--- src/rtl/prog_loader_pkg.sv ---
// Shared constants and FSM state type for the program loader, the processor
// and the writable program memory.
package prog_loader_pkg;

    localparam int unsigned WORD_W_DEF = 9;
    localparam int unsigned ADDR_W_DEF = 4;

    typedef enum logic [2:0] {
        StIdle,
        StShift,
        StWrite,
        StCheck,
        StDone
    } state_e;

endpackage

--- src/rtl/bit_deser.sv ---
// MSB-first serial-to-parallel shifter with a wrapping bit counter; used for
// both data words and the trailing checksum word.
module bit_deser #(
    parameter int unsigned WORD_W = 9
) (
    input  logic              clk,
    input  logic              rst_n,
    input  logic              clr,
    input  logic              shift_en,
    input  logic              ser_bit,
    output logic              last,
    output logic [WORD_W-1:0] word_next
);

    localparam int unsigned CNT_W = (WORD_W > 1) ? $clog2(WORD_W) : 1;

    logic [WORD_W-1:0] word_q, word_d;
    logic [CNT_W-1:0]  cnt_q, cnt_d;

    // last only says the next accepted bit completes a word; caller gates it
    assign last      = (cnt_q == CNT_W'(WORD_W - 1));
    assign word_next = (word_q << 1) | WORD_W'(ser_bit);

    always_comb begin
        word_d = word_q;
        cnt_d  = cnt_q;
        if (clr) begin
            word_d = '0;
            cnt_d  = '0;
        end else if (shift_en) begin
            word_d = word_next;
            cnt_d  = last ? '0 : cnt_q + CNT_W'(1);
        end
    end

    always_ff @(posedge clk or negedge rst_n) begin
        if (!rst_n) begin
            word_q <= '0;
            cnt_q  <= '0;
        end else begin
            word_q <= word_d;
            cnt_q  <= cnt_d;
        end
    end

endmodule

--- src/rtl/prog_loader.sv ---
// Serial program loader: deserializes len+1 words into the program memory
// write port, then verifies an XOR checksum word while holding the CPU.
module prog_loader
    import prog_loader_pkg::*;
#(
    parameter int unsigned WORD_W = WORD_W_DEF,
    parameter int unsigned ADDR_W = ADDR_W_DEF
) (
    input  logic              clk,
    input  logic              rst_n,
    input  logic              start,
    input  logic [ADDR_W-1:0] len,
    input  logic              abort,
    input  logic              ser_valid,
    input  logic              ser_bit,
    output logic              wr_en,
    output logic [ADDR_W-1:0] wr_addr,
    output logic [WORD_W-1:0] wr_data,
    output logic              busy,
    output logic              cpu_hold,
    output logic              done,
    output logic              err
);

    state_e            state_q, state_d;
    logic [ADDR_W-1:0] addr_q, addr_d;
    logic [ADDR_W-1:0] len_q, len_d;
    logic [WORD_W-1:0] chk_q, chk_d;
    logic              err_q, err_d;
    logic              wr_en_q, wr_en_d;
    logic [ADDR_W-1:0] wr_addr_q, wr_addr_d;
    logic [WORD_W-1:0] wr_data_q, wr_data_d;

    logic              deser_clr;
    logic              deser_shift;
    logic              deser_last;
    logic [WORD_W-1:0] deser_word_next;

    bit_deser #(
        .WORD_W (WORD_W)
    ) u_bit_deser (
        .clk       (clk),
        .rst_n     (rst_n),
        .clr       (deser_clr),
        .shift_en  (deser_shift),
        .ser_bit   (ser_bit),
        .last      (deser_last),
        .word_next (deser_word_next)
    );

    always_comb begin
        state_d     = state_q;
        addr_d      = addr_q;
        len_d       = len_q;
        chk_d       = chk_q;
        err_d       = err_q;
        wr_en_d     = 1'b0;
        wr_addr_d   = wr_addr_q;
        wr_data_d   = wr_data_q;
        deser_clr   = 1'b0;
        deser_shift = 1'b0;

        unique case (state_q)
            StIdle: begin
                if (start) begin
                    len_d     = len;
                    addr_d    = '0;
                    chk_d     = '0;
                    err_d     = 1'b0;
                    deser_clr = 1'b1;
                    state_d   = StShift;
                end
            end
            StShift: begin
                if (ser_valid) begin
                    deser_shift = 1'b1;
                    // Write port is loaded here so it is registered during StWrite
                    if (deser_last) begin
                        state_d   = StWrite;
                        wr_en_d   = 1'b1;
                        wr_addr_d = addr_q;
                        wr_data_d = deser_word_next;
                    end
                end
            end
            StWrite: begin
                chk_d = chk_q ^ wr_data_q;
                if (ser_valid) begin
                    err_d = 1'b1;
                end
                if (addr_q == len_q) begin
                    state_d = StCheck;
                end else begin
                    addr_d  = addr_q + ADDR_W'(1);
                    state_d = StShift;
                end
            end
            StCheck: begin
                if (ser_valid) begin
                    deser_shift = 1'b1;
                    if (deser_last) begin
                        if (deser_word_next == chk_q) begin
                            state_d = StDone;
                        end else begin
                            state_d = StIdle;
                            err_d   = 1'b1;
                        end
                    end
                end
            end
            StDone: begin
                state_d = StIdle;
            end
            default: begin
                state_d = StIdle;
            end
        endcase

        // Abort overrides every transition above, including a pending write
        if (abort && (state_q != StIdle)) begin
            state_d     = StIdle;
            err_d       = 1'b1;
            wr_en_d     = 1'b0;
            wr_addr_d   = wr_addr_q;
            wr_data_d   = wr_data_q;
            deser_shift = 1'b0;
        end
    end

    always_ff @(posedge clk or negedge rst_n) begin
        if (!rst_n) begin
            state_q   <= StIdle;
            addr_q    <= '0;
            len_q     <= '0;
            chk_q     <= '0;
            err_q     <= 1'b0;
            wr_en_q   <= 1'b0;
            wr_addr_q <= '0;
            wr_data_q <= '0;
        end else begin
            state_q   <= state_d;
            addr_q    <= addr_d;
            len_q     <= len_d;
            chk_q     <= chk_d;
            err_q     <= err_d;
            wr_en_q   <= wr_en_d;
            wr_addr_q <= wr_addr_d;
            wr_data_q <= wr_data_d;
        end
    end

    assign wr_en    = wr_en_q;
    assign wr_addr  = wr_addr_q;
    assign wr_data  = wr_data_q;
    assign busy     = (state_q != StIdle);
    assign cpu_hold = busy;
    assign done     = (state_q == StDone);
    assign err      = err_q;

endmodule

--- config.mk ---
export PLATFORM = sky130hd
export DESIGN_NAME = prog_loader
export DESIGN_NICKNAME = d
export VERILOG_FILES = /design/src/rtl/prog_loader_pkg.sv /design/src/rtl/bit_deser.sv /design/src/rtl/prog_loader.sv
export SDC_FILE = /design/constraint.sdc
export NUM_CORES = 1
export LEC_CHECK = 0
export ABC_CLOCK_PERIOD_IN_PS = 2300
export CAP_MARGIN = 0
export CORE_MARGIN = 2
export CORE_UTILIZATION = 50
export DETAILED_ROUTE_END_ITERATION = 6
export GPL_ROUTABILITY_DRIVEN = 1
export MAX_ROUTING_LAYER = met4
export PLACE_DENSITY_LB_ADDON = 0.15
export SYNTH_ARGS = -nofsm -noshare
export SYNTH_HDL_FRONTEND = slang
export SYNTH_SLANG_ARGS = --single-unit
--- constraint.sdc ---
create_clock -name clk -period 2.3 [get_ports clk]
set_input_delay 0.46 -clock clk [delete_from_list [all_inputs] [get_ports clk]]
set_output_delay 0.46 -clock clk [all_outputs]
set_load 0.01 [all_outputs]
* Word-level counts from Yosys, hierarchy flattened
Index checks and enable logic that the tools add are counted.
** Operators by class
- Multiplexer cells :: 35
- Eq/ne operators :: 16
- Bitwise gates (word level) :: 3
- Add/sub/neg operators :: 2
- Reductions and logical operators :: 13
** Operators with widths (number)
- $mux W3 :: 7
- $mux W4 :: 5
- $pmux W9 S2 :: 1
- $mux W8 :: 2
- $mux W1 :: 15
- $ne A3 B3 Y1 const B :: 5
- $pmux W3 S4 :: 1
- $eq A9 B9 Y1 :: 1
- $mux W9 :: 1
- $or A9 B1 Y9 :: 1
- $xor A9 B9 Y9 :: 1
- $add A4 B1 Y4 const B :: 2
- $pmux W4 S2 :: 1
- $eq A3 B2 Y1 const B :: 2
- $ne A3 B2 Y1 const B :: 2
- $reduce_and A6 Y1 :: 1
- $reduce_and A5 Y1 :: 1
- $eq A4 B4 Y1 :: 1
- $eq A4 B4 Y1 const B :: 1
- $ne A2 B2 Y1 const B :: 2
- $reduce_and A2 Y1 :: 2
- $reduce_and A4 Y1 :: 1
- $reduce_bool A2 Y1 :: 2
- $reduce_bool A4 Y1 :: 1
- 10 further kinds :: 10
** Storage, ports and cells
- Register bits :: 47
- Word-level logic and storage cells :: 79
- Input port bits :: 10
- Output and inout bits :: 18

* Depth between registers and ports, before layout
Gate-level depths: netlist of run 1.
- Depth in word-level cells :: 7
- Depth in mapped cells :: 7
- Depth with buffers taken out :: 6

* Modules after synthesis
Synthesis of run 1 repeated with hierarchy kept, for this count alone.
** Second synthesis, totals
- Cell total of the unflattened synthesis :: 209
- Area total of the unflattened synthesis :: 2301.0 um^2
** Modules (own cells, without submodules)
- prog_loader :: area each 1741.7 um^2, seq. area each 875.8 um^2, instances 1, cells each 157
- bit_deser :: area each 559.3 um^2, seq. area each 300.3 um^2, instances 1, cells each 52

* Least setup slack after synthesis of run 1
No wires, ideal clock.
- Kind :: register to register
- Start :: register u_bit_deser.cnt_q[0]
- End :: register wr_addr_q[0], in the netlist wr_addr[0]
- Setup time :: 0.125 ns
- Arrival :: 1.772 ns
- Setup slack :: 0.403 ns
- Stages on the path, launching flop included :: 8
- Data required time :: 2.175 ns
- Clock period less this slack :: 1.897 ns
- Buffers on the path :: 2
- Path through :: dfrtp_1 -> inv_1 -> ha_1 -> nand4b_1 -> or3_1 -> buf_2 -> buf_6 -> mux2_4
** Between the ends
- Word-level cells in the longest chain between the ends :: 2
** RTL lines
- from (decl) :: line bit_deser.sv:18 : logic [CNT_W-1:0] cnt_q, cnt_d;
- from (signal assigned) :: line bit_deser.sv:42 : cnt_q <= cnt_d;
- $eq A4 B4 Y1 :: line bit_deser.sv:21 : assign last = (cnt_q == CNT_W'(WORD_W - 1));
- $reduce_and A4 Y1 (no line)
- to (signal assigned) :: line prog_loader.sv:147 : wr_addr_q <= wr_addr_d;
- to (decl) :: line prog_loader.sv:31 : logic [ADDR_W-1:0] wr_addr_q, wr_addr_d;
Every way passes these cells.
A chain may end at the register's enable or synchronous reset.

* Worst setup path after layout of run 1
- Start :: register state_q[2]
- End :: output busy
** Between the ends
- Word-level cells in the longest chain between the ends :: 1
** RTL lines
- from (decl) :: line prog_loader.sv:25 : state_e state_q, state_d;
- from (signal assigned) :: line prog_loader.sv:132 : state_q <= StIdle;
- from (signal assigned) :: line prog_loader.sv:141 : state_q <= state_d;
- $reduce_bool A3 Y1 :: line prog_loader.sv:155 : assign busy = (state_q != StIdle);
- to (decl) :: line prog_loader.sv:19 : output logic busy,
Every way passes these cells.

==> results of run 1 <==
flip-flops by register name, indices dropped and copies added, names as in the netlist:
name and flops:
addr_q 4, state_q 3, wr_data 9, u_bit_deser.word_q 8, u_bit_deser.cnt_q 4, chk_q 9
wr_addr 4, err 1, wr_en 1, len_q 4
area by class of cell:
| class | count | area [um2] | area share |
|---|---|---|---|
| clock buffer | 5 | 68.8 | 0.0249 |
| clock inverter | 3 | 43.8 | 0.0158 |
| inverter | 7 | 26.3 | 0.00949 |
| multi-input combinational | 153 | 1030 | 0.371 |
| sequential | 47 | 1180 | 0.426 |
| tap | 52 | 65.1 | 0.0235 |
| timing repair buffer | 38 | 360 | 0.130 |
cells in the mapped netlist (4+ instances only):
| master | instances |
|---|---|
| inv_1 | 7 |
| mux2_4 | 9 |
| dfrtp_1 | 47 |
| xor2_1 | 14 |
| nor2_1 | 11 |
| clkbuf_1 | 6 |
| mux2_2 | 4 |
| nand3_1 | 4 |
| o21ai_0 | 6 |
| xnor2_1 | 7 |
| a21oi_1 | 14 |
| nand2_1 | 47 |
final timing paths:
path / endpoint / slack, ps / start / cells after the start
hold reg to reg: err / 510 / err / 2
max in group asynchronous: state_q[1] / 1630 / rst_n / 2
min in group clk: err / 510 / err / 2
setup reg to reg: state_q[2] / 400 / state_q[2] / 4
setup / recovery: busy / 110 / state_q[2] / 2
hold / removal: addr_q[1] / 240 / rst_n / 2
layer usage:
| layer | wire [um] | GRT usage | vias to the layer above |
|---|---|---|---|
| met3 | 166 | 0.0436 | 2 |
| met2 | 2160 | 0.308 | 31 |
| met1 | 2110 | 0.268 | 785 |
| li1 | - | - | 806 |
| met4 | 17 | 0.0503 | 0 |
| met5 | 0 | - | - |
timing repair:
item | in CTS | in global routing
resized for setup | 0 | 2
setup endpoints to repair | 0 | 2
endpoints found under the hold margin | 0 | 0
through the flow:
| step | hold slack, ps | setup slack, ps | total power (W) | area [um2] | utilization |
|---|---|---|---|---|---|
| after floorplan | 164 | 403 | 0.000995 | 2280 | - |
| after global placement | 478 | 62.9 | 0.00109 | 2650 | 0.605 |
| after detailed placement | 482 | 34.1 | 0.00109 | 2650 | 0.605 |
| after CTS | 261 | 51.9 | 0.00169 | 2770 | 0.631 |
| after global routing | 277 | 42.1 | 0.00176 | 2770 | 0.632 |
| final | 236 | 107 | 0.00168 | 2770 | 0.632 |
where the power goes:
| part | switching (W) | leakage [nW] | internal [W] |
|---|---|---|---|
| registers | 0.0000250 | 0.642 | 0.000854 |
| logic | 0.000109 | 0.586 | 0.0000846 |
| clock network | 0.000286 | 0.0581 | 0.000324 |
| total | 0.000419 | 1.29 | 0.00126 |
logic make-up (layout without fill, tap and decap cells):
kind of cell | count (synthesis) | count (layout) | share of synthesized area
buffers and inverters | 18 | 53 | 0.0363
AOI/OAI and AO/OA | 31 | 31 | 0.0841
xor gates and xnor gates | 21 | 21 | 0.0808
DFF | 47 | 47 | 0.517
and+or+nand+nor | 83 | 83 | 0.178
muxes | 15 | 15 | 0.0880
adders and majority gates | 3 | 3 | 0.0165
==> impl_metrics.prom, run 1 <==
# TYPE chip_impl_metric gauge
chip_impl_metric{name="grt_pass1_wl",unit="um"} 7590
chip_impl_metric{name="synth_largest_type_area_fraction",unit=""} 0.517
chip_impl_metric{name="cts.repair_timing.setup_buffer_count",unit=""} 0
chip_impl_info{name="layout.cells.most_common_list",value="nand2_1, dfrtp_1, clkdlybuf4s50_1, xor2_1, a21oi_1"} 1
chip_impl_metric{name="layout.nets",unit=""} 265
chip_impl_metric{name="cap_violations",unit=""} 0
chip_impl_metric{name="cp_slowest_stage_delay",unit="ps"} 500
chip_impl_metric{name="worst_slew_margin_relative_to_its_limit",unit=""} 0.551
chip_impl_metric{name="drc_violations",unit=""} 0
chip_impl_metric{name="drive_gt1_frac",unit=""} 0.154
chip_impl_info{name="timing.setup.critical_path_class",value="reg -> out"} 1
chip_impl_info{name="synth_area_leader_cell",value="dfrtp_1"} 1
chip_impl_metric{name="clk_pin_slew",unit="ps"} 90
chip_impl_metric{name="h-tree-depth",unit=""} 2
chip_impl_metric{name="cp.required",unit="ps"} 1840
chip_impl_info{name="cts_tree",value="built"} 1
chip_impl_metric{name="cp_num_buf_inv",unit=""} 1
chip_impl_metric{name="antenna_found_initial",unit=""} 0
chip_impl_metric{name="finalCriticalPeriod",unit="ps"} 2190
chip_impl_metric{name="ys_seq_area_frac",unit=""} 0.517
chip_impl_metric{name="critical_path.max_fanout",unit=""} 11
chip_impl_info{name="crit_chain",value="or3_1, clkdlybuf4s50_1"} 1
chip_impl_metric{name="fp.dieW",unit="um"} 71.5
chip_impl_metric{name="buffer_ports.inserted",unit=""} 27
chip_impl_metric{name="num_io_pins",unit=""} 28
chip_impl_metric{name="yosys_warnings",unit=""} 0
chip_impl_metric{name="netlist_area_before_placement",unit="mm2"} 0.00228
chip_impl_metric{name="clock_latency",unit="ps"} 300
chip_impl_metric{name="report.final.hold_viol_count",unit=""} 0
chip_impl_info{name="layout.cells.most_common",value="nand2_1"} 1
chip_impl_metric{name="slew_viol_final",unit=""} 0
chip_impl_info{name="startpoint_type",value="flop"} 1
chip_impl_info{name="critPathSlowestCell",value="clkdlybuf4s50_1"} 1
chip_impl_metric{name="power_density",unit="mW/mm2"} 607
chip_impl_metric{name="totalWireLength",unit="um"} 4450
chip_impl_metric{name="synth.lib_cells_used.distinct",unit=""} 40
chip_impl_metric{name="static-leakage-power",unit="nW"} 1.29
chip_impl_metric{name="fp-row-count",unit=""} 24
chip_impl_metric{name="highest_achievable_clock_rate",unit="GHz"} 0.456
chip_impl_metric{name="total_negative_slack_for_setup_checks",unit="ps"} 0
chip_impl_metric{name="final-instance-count-excl-fill",unit=""} 305
chip_impl_metric{name="floorplan.initialDensity",unit=""} 0.519
chip_impl_metric{name="max-clock-path-buffers",unit=""} 2
chip_impl_info{name="synth_area_leaders",value="dfrtp_1, nand2_1, mux2_4, xor2_1, a21oi_1"} 1
chip_impl_metric{name="yosys_register_bits",unit=""} 47
chip_impl_metric{name="post-dp-hpwl",unit="um"} 3120
chip_impl_metric{name="syn_inst",unit=""} 218
chip_impl_metric{name="grt_start_max_net_pins",unit=""} 48
chip_impl_metric{name="final.setup_skew",unit="ps"} 7.63
chip_impl_metric{name="post_cts_hold_buffer_count",unit=""} 0
chip_impl_metric{name="finish_stage_setup_viols",unit=""} 0
chip_impl_metric{name="cts_sinks",unit=""} 47
chip_impl_metric{name="grtUsageTotal",unit=""} 0.198
chip_impl_metric{name="placedCellCount",unit=""} 297
chip_impl_metric{name="overflow",unit=""} 0
chip_impl_metric{name="fin_crit_sh",unit=""} 0.954
chip_impl_info{name="synthFlopType",value="dfrtp_1"} 1
chip_impl_metric{name="gp_congestion",unit=""} 0.784
chip_impl_metric{name="synth_edf_count",unit=""} 0
chip_impl_metric{name="via_count",unit=""} 1624
chip_impl_metric{name="postSynthAreaPerCell",unit="um2"} 10.4
chip_impl_metric{name="dr.pass1.iters",unit=""} 5
chip_impl_info{name="setup_repair_after_global_routing_missed_its_margin",value="false"} 1
chip_impl_info{name="endpoint_kind",value="output pin"} 1
chip_impl_metric{name="chipHeight",unit="um"} 71.5
chip_impl_metric{name="fp.coreArea",unit="mm2"} 0.00438
chip_impl_metric{name="dr.first_iter.drc_count",unit=""} 78
chip_impl_metric{name="cts-buffers-inserted",unit=""} 5
chip_impl_metric{name="ir_drop",unit="mV"} 0.346
chip_impl_metric{name="syn_to_final_growth",unit="%"} 21.7
chip_impl_metric{name="proportion_of_synthesized_flip_flops_having_asynchronous_set_or_reset",unit=""} 1.00
chip_impl_metric{name="via_count_of_the_first_global_routing_pass",unit=""} 1519
chip_impl_info{name="critical_path.top_delay_family",value="buffers and inverters"} 1
chip_impl_info{name="outcome",value="complete, no violations"} 1
chip_impl_metric{name="arrival_time_of_the_worst_setup_path",unit="ps"} 1730
chip_impl_metric{name="antenna_cells",unit=""} 0
chip_impl_metric{name="drt.antenna.violating_nets",unit=""} 0
chip_impl_info{name="clock-root-buffer",value="clkbuf_8"} 1
chip_impl_info{name="holdCritPathClass",value="in -> async"} 1
chip_impl_metric{name="tightest_slew",unit="ps"} 666
chip_impl_metric{name="drt-wirelength-per-cell",unit="um"} 14.6
chip_impl_metric{name="fill_cells",unit=""} 369
chip_impl_metric{name="synthesis.nets",unit=""} 231
chip_impl_metric{name="die_area",unit="mm2"} 0.00511
chip_impl_metric{name="via_per_inst",unit=""} 5.32
No activity file was read; power rests on OpenSTA's default activity.
==> run 2: changes to the inputs <==
--- a/config.mk
+++ b/config.mk
@@ -13,6 +13,7 @@
 export GPL_ROUTABILITY_DRIVEN = 1
 export MAX_ROUTING_LAYER = met4
 export PLACE_DENSITY_LB_ADDON = 0.15
+export RECOVER_POWER = 100
 export SYNTH_ARGS = -nofsm -noshare
 export SYNTH_HDL_FRONTEND = slang
 export SYNTH_SLANG_ARGS = --single-unit
==> run 2 against run 1 <==
Compared with the run above:
- design area decreased by 2.9%
- flip-flop and latch count unchanged
- routed wire length decreased by 0.79%
- sequential share of layout area increased by 1.3 points
- worst setup slack improved by 18 ps
- sequential power about the same
- fmax increased by 0.84%
- combinational power decreased by 7%
- non-clock buffer count unchanged
- hold slack improved by 220 ps
==> impl_metrics.prom, run 2 (same netlist as run 1, synthesis figures left out) <==
# TYPE chip_impl_metric gauge
chip_impl_info{name="outcome",value="complete, no violations"} 1
chip_impl_metric{name="fp.dieW",unit="um"} 71.5
chip_impl_metric{name="dr.first_iter.drc_count",unit=""} 105
chip_impl_metric{name="total_negative_slack_for_setup_checks",unit="ps"} 0
chip_impl_info{name="setup_repair_after_global_routing_missed_its_margin",value="false"} 1
chip_impl_metric{name="net_switching_power",unit="W"} 0.000417
chip_impl_info{name="startpoint_type",value="flop"} 1
chip_impl_metric{name="syn_to_final_growth",unit="%"} 18.1
chip_impl_metric{name="totalWireLength",unit="um"} 4410
chip_impl_metric{name="antenna_found_initial",unit=""} 0
chip_impl_metric{name="detailedPlace.worstSlack",unit="ps"} 34.1
chip_impl_metric{name="dr.pass1.iters",unit=""} 4
chip_impl_info{name="clock-root-buffer",value="clkbuf_8"} 1
chip_impl_info{name="layout.cells.most_common",value="nand2_1"} 1
chip_impl_metric{name="cp.required",unit="ps"} 1840
chip_impl_metric{name="cp_slowest_stage_delay",unit="ps"} 500
chip_impl_metric{name="via_per_inst",unit=""} 5.40
chip_impl_metric{name="slew_viol_final",unit=""} 0
chip_impl_metric{name="clock_network_fraction_of_design_power",unit=""} 0.365
chip_impl_metric{name="gp_congestion",unit=""} 0.784
chip_impl_metric{name="finalCriticalPeriod",unit="ps"} 2180
chip_impl_metric{name="intPower",unit="W"} 0.00125
chip_impl_metric{name="drt-wirelength-per-cell",unit="um"} 14.5
chip_impl_metric{name="via_count_of_the_first_global_routing_pass",unit=""} 1519
chip_impl_metric{name="fin_ws",unit="ps"} 125
chip_impl_metric{name="antenna_cells",unit=""} 0
chip_impl_metric{name="total_power",unit="W"} 0.00167
chip_impl_metric{name="drt.antenna.violating_nets",unit=""} 0
chip_impl_metric{name="fp.coreArea",unit="mm2"} 0.00438
chip_impl_metric{name="drive_gt1_frac",unit=""} 0.0909
chip_impl_metric{name="critical_path.max_fanout",unit=""} 11
chip_impl_metric{name="post-dp-hpwl",unit="um"} 3120
chip_impl_info{name="cts_tree",value="built"} 1
chip_impl_info{name="holdCritPathClass",value="in -> async"} 1
chip_impl_metric{name="cap_violations",unit=""} 0
chip_impl_metric{name="max-clock-path-buffers",unit=""} 2
chip_impl_metric{name="worst_slew_margin_relative_to_its_limit",unit=""} 0.235
chip_impl_metric{name="h-tree-depth",unit=""} 2
chip_impl_metric{name="tightest_slew",unit="ps"} 1150
chip_impl_metric{name="clk_pin_slew",unit="ps"} 90
chip_impl_metric{name="finish_stage_setup_viols",unit=""} 0
chip_impl_metric{name="setup.reg_to_reg.worst_slack",unit="ps"} 230
chip_impl_metric{name="worstRegToRegCells",unit=""} 6
chip_impl_metric{name="grt_start_max_net_pins",unit=""} 48
chip_impl_info{name="endpoint_kind",value="output pin"} 1
chip_impl_metric{name="highest_achievable_clock_rate",unit="GHz"} 0.460
chip_impl_metric{name="utilization_after_layout",unit=""} 0.613
chip_impl_info{name="timing.setup.critical_path_class",value="reg -> out"} 1
chip_impl_metric{name="cts-buffers-inserted",unit=""} 5
chip_impl_metric{name="report.final.hold_viol_count",unit=""} 0
chip_impl_metric{name="smallest_hold_slack",unit="ps"} 451
chip_impl_metric{name="fin_crit_sh",unit=""} 0.946
chip_impl_metric{name="share_comb_of_total_power",unit=""} 0.107
chip_impl_metric{name="floorplan.initialDensity",unit=""} 0.519
chip_impl_metric{name="chipHeight",unit="um"} 71.5
chip_impl_metric{name="grtUsageTotal",unit=""} 0.198
chip_impl_metric{name="clock_latency",unit="ps"} 300
chip_impl_metric{name="buffer_ports.inserted",unit=""} 27
chip_impl_metric{name="drc_violations",unit=""} 0
chip_impl_metric{name="power_frac_seq",unit=""} 0.527
chip_impl_metric{name="ir_drop",unit="mV"} 0.343
chip_impl_info{name="layout.cells.most_common_list",value="nand2_1, dfrtp_1, dlygate4sd3_1, xor2_1, a21oi_1"} 1
chip_impl_metric{name="arrival_time_of_the_worst_setup_path",unit="ps"} 1720
chip_impl_metric{name="power_density",unit="mW/mm2"} 620
chip_impl_metric{name="num_io_pins",unit=""} 28
chip_impl_metric{name="fp-row-count",unit=""} 24
chip_impl_metric{name="via_count",unit=""} 1646
chip_impl_metric{name="final.setup_skew",unit="ps"} 4.97
chip_impl_metric{name="overflow",unit=""} 0
chip_impl_metric{name="static-leakage-power",unit="nW"} 1.29
chip_impl_metric{name="die_area",unit="mm2"} 0.00511
chip_impl_metric{name="switching_share",unit=""} 0.250
chip_impl_info{name="crit_chain",value="or3_1, clkdlybuf4s50_1"} 1
chip_impl_metric{name="grt_pass1_wl",unit="um"} 7590
chip_impl_info{name="critPathSlowestCell",value="clkdlybuf4s50_1"} 1
chip_impl_metric{name="cts_sinks",unit=""} 47
chip_impl_metric{name="post_cts_hold_buffer_count",unit=""} 0
chip_impl_metric{name="layout.nets",unit=""} 265
## run 2: cell count changes in the layout (fill, tap and decap cells not counted), sizes merged
| cell | previous run | this run |
|---|---|---|
| dlygate4sd3 | 0 | 17 |
| clkbuf | 5 | 13 |
| buf | 12 | 4 |
| clkdlybuf4s50 | 26 | 9 |
## run 2: power groups by stage
stage	registers, W	logic (W)	clock network (W)
final	0.000879	0.000179	0.000609
after global routing	0.000884	0.000205	0.000659
after CTS	0.000879	0.000196	0.000619
after detailed placement	0.000896	0.000195	0
after global placement	0.000894	0.000192	0
after floorplan	0.000891	0.000105	0
## run 2: final cells by class
type	instances	area, um2
timing repair buffer	38	334
clock buffer	5	68.8
clock inverter	3	43.8
fill	393	1700
tap	52	65.1
sequential	47	1180
inverter	7	26.3
multi-input combinational	153	972
## run 2: repair_timing
item,4_1_cts,5_1_grt
hold endpoints to repair,0,0
endpoints found under the setup margin,0,2
gates resized for setup,0,2
setup buffers,0,0
## run 2: per-layer routing
layer / share of wire / up-vias / global-route usage
met5: 0 / - / -
met4: 0.0070 / 0 / 0.0503
met3: 0.041 / 5 / 0.0436
met2: 0.49 / 35 / 0.308
met1: 0.47 / 800 / 0.268
li1: - / 806 / -
## run 2: critical path: cells and delay by family (launching register included)
kind / cells / cell delay (ps)
DFF: 1 / 480
and+or+nand+nor: 1 / 440
buffers and inverters: 1 / 500
## run 2: path summary, 6_finish.rpt
| path | startpoint | endpoint |
|---|---|---|
| max | state_q[2] | busy |
| min | rst_n | wr_addr[1] |
| max reg2reg | state_q[0] | len_q[3] |
| min reg2reg | wr_addr[0] | wr_addr[0] |
| max in group asynchronous | rst_n | state_q[1] |
| min in group clk | wr_addr[0] | wr_addr[0] |
## run 2: through the flow
stage | cell area, um2 | instances
2_1_floorplan | 2280 | 218
3_3_place_gp | 2650 | 297
3_5_place_dp | 2650 | 297
4_1_cts | 2770 | 305
5_1_grt | 2690 | 305
6_report | 2690 | 305
